$ cat src/rtl/mmio_uart_tx.sv
// ---------------------------------------------------------------------------
// mmio_uart_tx
// Memory-mapped 8N1 UART transmitter that snoops the core's data-memory
// store path. Bytes stored to TXDATA are queued in a small FIFO and sent
// LSB first on tx. STATUS reports {overflow, full, empty, busy}.
//
// Ports
//   clk        system clock, rising edge
//   reset      asynchronous, active-high reset
//   MemWrite   core store strobe (same cycle as DataAdr/WriteData)
//   DataAdr    core data address
//   WriteData  core store data
//   ReadData   register read data, combinational from DataAdr
//   tx         serial line, idle high, always driven from a register
//   busy       high while bytes are queued or a frame is in flight
// ---------------------------------------------------------------------------
module mmio_uart_tx #(
    parameter int          CLKS_PER_BIT = 16,
    parameter int          FIFO_DEPTH   = 4,
    parameter logic [31:0] BASE_ADDR    = 32'h0000_1000
) (
    input  logic        clk,
    input  logic        reset,
    input  logic        MemWrite,
    input  logic [31:0] DataAdr,
    input  logic [31:0] WriteData,
    output logic [31:0] ReadData,
    output logic        tx,
    output logic        busy
);

    localparam int AW = $clog2(FIFO_DEPTH);
    localparam int CW = AW + 1;
    localparam int BW = (CLKS_PER_BIT > 1) ? $clog2(CLKS_PER_BIT) : 1;
    localparam logic [BW-1:0] BAUD_LAST  = BW'(CLKS_PER_BIT - 1);
    localparam logic [CW-1:0] FULL_COUNT = CW'(FIFO_DEPTH);

    typedef enum logic [1:0] {
        IDLE,
        START,
        DATA,
        STOP
    } state_t;

    state_t        r_state;
    logic [BW-1:0] r_baud;
    logic [2:0]    r_bitIdx;
    logic [7:0]    r_shift;
    logic          r_tx;
    logic [7:0]    r_mem [FIFO_DEPTH];
    logic [AW-1:0] r_wrPtr;
    logic [AW-1:0] r_rdPtr;
    logic [CW-1:0] r_count;
    logic          r_overflow;

    logic       w_hit;
    logic       w_wrTxData;
    logic       w_wrStatus;
    logic       w_full;
    logic       w_empty;
    logic       w_baudDone;
    logic       w_pop;
    logic       w_push;
    logic       w_drop;
    logic [7:0] w_head;
    logic       w_unused;

    // Address decode: 8-byte window, DataAdr[2] picks STATUS over TXDATA.
    assign w_hit      = (DataAdr[31:3] == BASE_ADDR[31:3]);
    assign w_wrTxData = MemWrite && w_hit && !DataAdr[2];
    assign w_wrStatus = MemWrite && w_hit && DataAdr[2];

    assign w_full     = (r_count == FULL_COUNT);
    assign w_empty    = (r_count == '0);
    assign w_baudDone = (r_baud == BAUD_LAST);
    assign w_head     = r_mem[r_rdPtr];

    // The FSM takes the head byte when idle, or at the last stop-bit cycle
    // so that queued frames follow each other with no idle gap.
    assign w_pop  = !w_empty && ((r_state == IDLE) || ((r_state == STOP) && w_baudDone));

    // A pop on the same edge frees a slot, so a full FIFO can still accept.
    assign w_push = w_wrTxData && (!w_full || w_pop);
    assign w_drop = w_wrTxData && w_full && !w_pop;

    assign busy     = (r_state != IDLE) || !w_empty;
    assign tx       = r_tx;
    assign ReadData = (w_hit && DataAdr[2]) ? {28'b0, r_overflow, w_full, w_empty, busy} : 32'b0;

    // Address byte-offset bits and upper store data are don't-cares.
    assign w_unused = ^{DataAdr[1:0], WriteData[31:8]};

    // FIFO pointers and occupancy; pointers wrap naturally at FIFO_DEPTH.
    always_ff @(posedge clk or posedge reset) begin
        if (reset) begin
            r_wrPtr <= '0;
            r_rdPtr <= '0;
            r_count <= '0;
        end else begin
            if (w_push) begin
                r_wrPtr <= r_wrPtr + 1'b1;
            end
            if (w_pop) begin
                r_rdPtr <= r_rdPtr + 1'b1;
            end
            if (w_push && !w_pop) begin
                r_count <= r_count + 1'b1;
            end else if (!w_push && w_pop) begin
                r_count <= r_count - 1'b1;
            end
        end
    end

    // FIFO storage needs no reset; the count decides what is valid.
    always_ff @(posedge clk) begin
        if (w_push) begin
            r_mem[r_wrPtr] <= WriteData[7:0];
        end
    end

    // Sticky overflow flag; a drop on the same edge as a clear wins.
    always_ff @(posedge clk or posedge reset) begin
        if (reset) begin
            r_overflow <= 1'b0;
        end else if (w_drop) begin
            r_overflow <= 1'b1;
        end else if (w_wrStatus && WriteData[3]) begin
            r_overflow <= 1'b0;
        end
    end

    // Transmit FSM. tx is loaded with the level of the state being entered,
    // so the line changes on the same edge as the state.
    always_ff @(posedge clk or posedge reset) begin
        if (reset) begin
            r_state  <= IDLE;
            r_baud   <= '0;
            r_bitIdx <= '0;
            r_shift  <= '0;
            r_tx     <= 1'b1;
        end else begin
            case (r_state)
                IDLE: begin
                    r_baud <= '0;
                    r_tx   <= 1'b1;
                    if (w_pop) begin
                        r_shift <= w_head;
                        r_tx    <= 1'b0;
                        r_state <= START;
                    end
                end
                START: begin
                    if (w_baudDone) begin
                        r_baud   <= '0;
                        r_bitIdx <= '0;
                        r_tx     <= r_shift[0];
                        r_state  <= DATA;
                    end else begin
                        r_baud <= r_baud + 1'b1;
                    end
                end
                DATA: begin
                    if (w_baudDone) begin
                        r_baud <= '0;
                        if (r_bitIdx == 3'd7) begin
                            r_tx    <= 1'b1;
                            r_state <= STOP;
                        end else begin
                            r_bitIdx <= r_bitIdx + 1'b1;
                            r_shift  <= {1'b0, r_shift[7:1]};
                            r_tx     <= r_shift[1];
                        end
                    end else begin
                        r_baud <= r_baud + 1'b1;
                    end
                end
                STOP: begin
                    if (w_baudDone) begin
                        r_baud <= '0;
                        if (w_pop) begin
                            r_shift <= w_head;
                            r_tx    <= 1'b0;
                            r_state <= START;
                        end else begin
                            r_tx    <= 1'b1;
                            r_state <= IDLE;
                        end
                    end else begin
                        r_baud <= r_baud + 1'b1;
                    end
                end
                default: begin
                    r_state <= IDLE;
                    r_tx    <= 1'b1;
                end
            endcase
        end
    end

endmodule

$ cat config.mk
export PLATFORM = sky130hd
export DESIGN_NAME = mmio_uart_tx
export DESIGN_NICKNAME = d
export VERILOG_FILES = /design/src/rtl/mmio_uart_tx.sv
export SDC_FILE = /design/constraint.sdc
export NUM_CORES = 1
export LEC_CHECK = 0
export CAP_MARGIN = 20
export CORE_AREA = 4 4 147 78
export DETAILED_ROUTE_END_ITERATION = 7
export DIE_AREA = 0 0 151 82
export PLACE_DENSITY_LB_ADDON = 0.05
export SLEW_MARGIN = 20
export SYNTH_ARGS = -nofsm -noshare
export SYNTH_HDL_FRONTEND = slang
export SYNTH_SLANG_ARGS = --single-unit
$ cat constraint.sdc
create_clock -name clk -period 2.6 [get_ports clk]
set_input_delay 0.39 -clock clk [delete_from_list [all_inputs] [get_ports clk]]
set_output_delay 0.39 -clock clk [all_outputs]
set_load 0.01 [all_outputs]
==> results.py <==
metrics = {
    "status": {
        "run_status": "finished clean",
    },
    "sta": {
        "setup_viol": 0,
        "maxSlewViolCount": 0,
        "rsz0062_at_grt": "no",
        "clock_skew_ns": 0.004441,
        "timing.setup.tns_ns": 0,
        "fin_crit_sh_pct": 94.62,
        "period_minus_slack_ns": 2.460,
        "hold_violations": 0,
        "hold_ws_ns": 0.4359,
        "fmax_mhz": 406.5,
    },
    "worst_setup_path": {
        "crit_top_cell": "xor2_1",
        "rr_worst_depth": 11,
        "crit_end": "r_count[2]$_DFFE_PP0P_",
        "required_ns": 2.85,
        "worstPathCellList": "clkdlybuf4s50_1 > nor4b_1 > nand2_1 > buf_4 > nor4_4 > ha_2 > inv_2 > fa_2 > xor2_1 > nor2_1 > xor2_1",
        "cpPeakStageDelay_ns": 0.40,
        "worstPathMaxFanout": 3,
        "arrival_ns": 2.71,
        "cp.buffers_inverters": 3,
        "r2r_start": "r_state[0]$_DFFE_PP0P_",
        "r2r-end": "r_count[2]$_DFFE_PP0P_",
        "r2r_setup_slack_ns": 0.21,
        "cp-startpoint": "DataAdr[14]",
        "crit_type": "primary input to register",
        "critical-path-top-delay-family": "simple AND/OR/NAND/NOR gates",
        "crit_slowest_cell": "clkdlybuf4s50_1",
        "start_kind": "primary input",
        "cp.depth": 11,
        "end_kind": "register",
    },
    "floorplanning": {
        "die_area_sq_um": 12380,
        "die_h_um": 82,
        "num_io_pins": 101,
        "floorplan.core_area_sq_um": 10080,
        "initial_utilization_pct": 29.67,
        "rows": 26,
        "die_w_um": 151,
    },
    "route": {
        "drt_iter0_markers": 71,
        "wl_per_cell_um": 14.29,
        "wl_um": 6260,
        "drc": 0,
        "first_pass_iters": 3,
        "vias_per_cell": 4.322,
        "vias": 1893,
        "antenna_left": 0,
    },
    "place": {
        "place_hpwl_um": 4608,
        "gp_congestion": 0.7443,
        "port_buffers": 46,
    },
    "cts": {
        "clk_latency_ns": 0.33,
        "htreeDepth": 3,
        "hold_buffers": 0,
        "cts.clk_slew.worst_paths_ns": 0.05,
        "clockRootBuffer": "clkbuf_16",
        "cts_tree": "done",
        "clock_path_buffers": 2,
        "cts_buffers": 9,
        "clkSinkCount": 58,
    },
    "finish": {
        "n_antenna_cell": 0,
        "layout-drive-gt1-share_pct": 26.17,
        "areaGrowthSynthToFinish_pct": 34.30,
        "nNetsFinal": 375,
        "final_common_cell": "clkdlybuf4s50_1",
        "most-common-layout-cells": "clkdlybuf4s50_1, edfxtp_1, conb_1",
    },
    "power_and_ir_drop": {
        "vdd_drop_max_mv": 0.3458,
        "power.net_switching_mw": 0.4535,
        "power_frac_comb_pct": 4.5,
        "power.share.switching_pct": 20.17,
        "p_int_mw": 1.795,
        "sequentialPowerShare_pct": 43.3,
        "pwr-share-clk_pct": 52.2,
        "power_leakage_nw": 1.642,
        "pwr_density_cell_nw_per_um2": 559.6,
    },
    "grt": {
        "grt_use_met2_pct": 18.50,
        "grt_use_total_pct": 11.34,
        "met3_usage_pct": 4.300,
        "gr-total-overflow": 0,
        "grt_first_pass_wirelength_um": 10180,
        "grt_pass1_vias": 1945,
        "grt_use_met1_pct": 13.89,
        "antenna_found_initial": 0,
        "top_usage_layer": "met2",
        "grt_max_degree": 27,
    },
    "yosys": {
        "yosys_warnings": 0,
        "netlist_instances": 225,
        "synth-seq-area-share_pct": 53.91,
        "ys_types": 42,
        "yosys_register_bits": 58,
        "syn_area_per_cell_sq_um": 13.30,
        "synth_area_sq_um": 2992,
    },
    "hold_path": {
        "hold_class": "primary input to asynchronous set/reset pin",
    },
    "flow_run": {
        "drv_cap": 0,
    },
}
==> registers in the layout, summed over array words and instances, names as in the netlist <==
signal and count:
r_state 2, tx 1, r_rdPtr 2, r_baud 4, r_shift 8, r_overflow 1, r_mem 32, r_count 3
r_wrPtr 2, r_bitIdx 3
==> power groups by stage <==
stage / Sequential, mW / Combinational [mW] / Clock (mW)
finish: 0.973 / 0.102 / 1.17
global placement: 0.990 / 0.0987 / 0
detailed placement: 0.990 / 0.101 / 0
floorplan: 0.990 / 0.0593 / 0
CTS: 0.973 / 0.101 / 1.22
global route: 0.972 / 0.114 / 1.26
==> per-layer routing <==
metal	wire, um	part of all wire (%)
met1	2829	45
met2	2984	48
met3	355	5.7
met4	91	1.5
met5	0	0
==> final cells by class <==
type / count / area, sq um
well taps: 140 / 175.2
flip-flops and latches: 58 / 1613
clock inverters: 6 / 66.31
multi-input cells: 151 / 1246
fillers: 969 / 6067
clock buffers: 10 / 239.0
repair buffers: 63 / 640.6
inverters: 10 / 37.54
==> metrics by stage <==
step	cell area (sq um)	total power, mW	utilization, %	std cells	setup WS, ns
global placement	3667	1.089	36.36	421	-0.3691
floorplan	3093	1.050	-	252	0.1694
detailed placement	3667	1.091	36.36	421	-0.4170
CTS	3978	2.294	39.44	438	0.0005889
global route	4018	2.345	39.84	438	0.002858
finish	4018	2.248	39.84	438	0.1400
==> synthesized netlist by cell type <==
| cell | n | area (sq um) |
|---|---|---|
| nand4_1 | 1 | 6.260 |
| a21oi_1 | 3 | 15.01 |
| dfrtp_1 | 25 | 625.6 |
| o21bai_1 | 2 | 15.01 |
| o31a_2 | 1 | 10.01 |
| nand3_1 | 4 | 20.02 |
| mux4_2 | 8 | 180.2 |
| nand2_1 | 8 | 30.03 |
| xor2_1 | 2 | 17.52 |
| mux2i_1 | 1 | 10.01 |
| and2_1 | 5 | 31.28 |
| o21ai_2 | 1 | 8.760 |
| mux2_4 | 1 | 15.01 |
| inv_1 | 10 | 37.54 |
| edfxtp_1 | 32 | 960.9 |
| mux2_2 | 18 | 202.7 |
| buf_4 | 28 | 210.2 |
| ha_1 | 14 | 175.2 |
| nor4b_1 | 1 | 8.760 |
| dfstp_2 | 1 | 26.28 |
| nor3_1 | 4 | 20.02 |
| conb_1 | 1 | 3.750 |
| buf_2 | 2 | 10.01 |
| buf_1 | 1 | 3.750 |
| nand4b_1 | 1 | 8.760 |
| nor4_1 | 7 | 43.79 |
| or4_1 | 1 | 7.510 |
| clkbuf_1 | 2 | 7.510 |
| xnor2_1 | 5 | 43.79 |
| a22oi_1 | 1 | 7.510 |
| and3_1 | 1 | 6.260 |
| nor2b_1 | 3 | 18.77 |
| o21ai_0 | 7 | 35.03 |
| a41o_2 | 1 | 11.26 |
| fa_1 | 1 | 20.02 |
| a211oi_1 | 1 | 7.510 |
| a211o_1 | 1 | 8.760 |
| or3b_1 | 1 | 8.760 |
| a22o_1 | 4 | 35.03 |
| nor2_1 | 10 | 37.54 |
| nor4_4 | 1 | 21.27 |
| or3_1 | 3 | 18.77 |
==> worst min-delay path by stage <==
stage | to | slack (ns) | depth (start not counted)
floorplan | r_baud[0]$_DFF_PP0_ | 0.43 | 1
global placement | tx$_DFFE_PP1P_ | 0.47 | 2
detailed placement | tx$_DFFE_PP1P_ | 0.49 | 2
CTS | r_wrPtr[0]$_DFFE_PP0P_ | 0.45 | 3
global route | r_wrPtr[0]$_DFFE_PP0P_ | 0.50 | 3
finish | r_wrPtr[0]$_DFFE_PP0P_ | 0.44 | 3
==> worst register-to-register path: cells and delay by family, from the launching register on <==
| family | cells | cell delay, ns |
|---|---|---|
| adder cells (fa/ha/maj) | 3 | 0.80 |
| flip-flops | 1 | 0.40 |
| AO/OA/AOI/OAI | 2 | 0.40 |
| XOR/XNOR | 2 | 0.30 |
| buffers and inverters | 3 | 0.29 |
| AND/OR/NAND/NOR | 1 | 0.13 |
==> kinds of logic (layout without fill, tap and decap cells) <==
| logic type | after synthesis | in the layout | share of synthesized area [%] |
|---|---|---|---|
| flip-flops | 58 | 58 | 53.91 |
| AND/OR/NAND/NOR | 51 | 51 | 9.620 |
| buffers and inverters | 43 | 89 | 8.992 |
| multiplexers | 28 | 28 | 13.63 |
| AO/OA/AOI/OAI | 22 | 22 | 5.144 |
| adder cells (fa/ha/maj) | 15 | 15 | 6.525 |
| XOR/XNOR | 7 | 7 | 2.049 |
| other | 1 | 28 | 0.1254 |
==> timing repair <==
action	4_1_cts	5_1_grt
gates resized for setup	6	26
setup buffers	1	0
pin swaps	2	10
hold endpoints to repair	0	0
endpoints found under the setup margin	5	6
(Power assumes the default switching activity.)
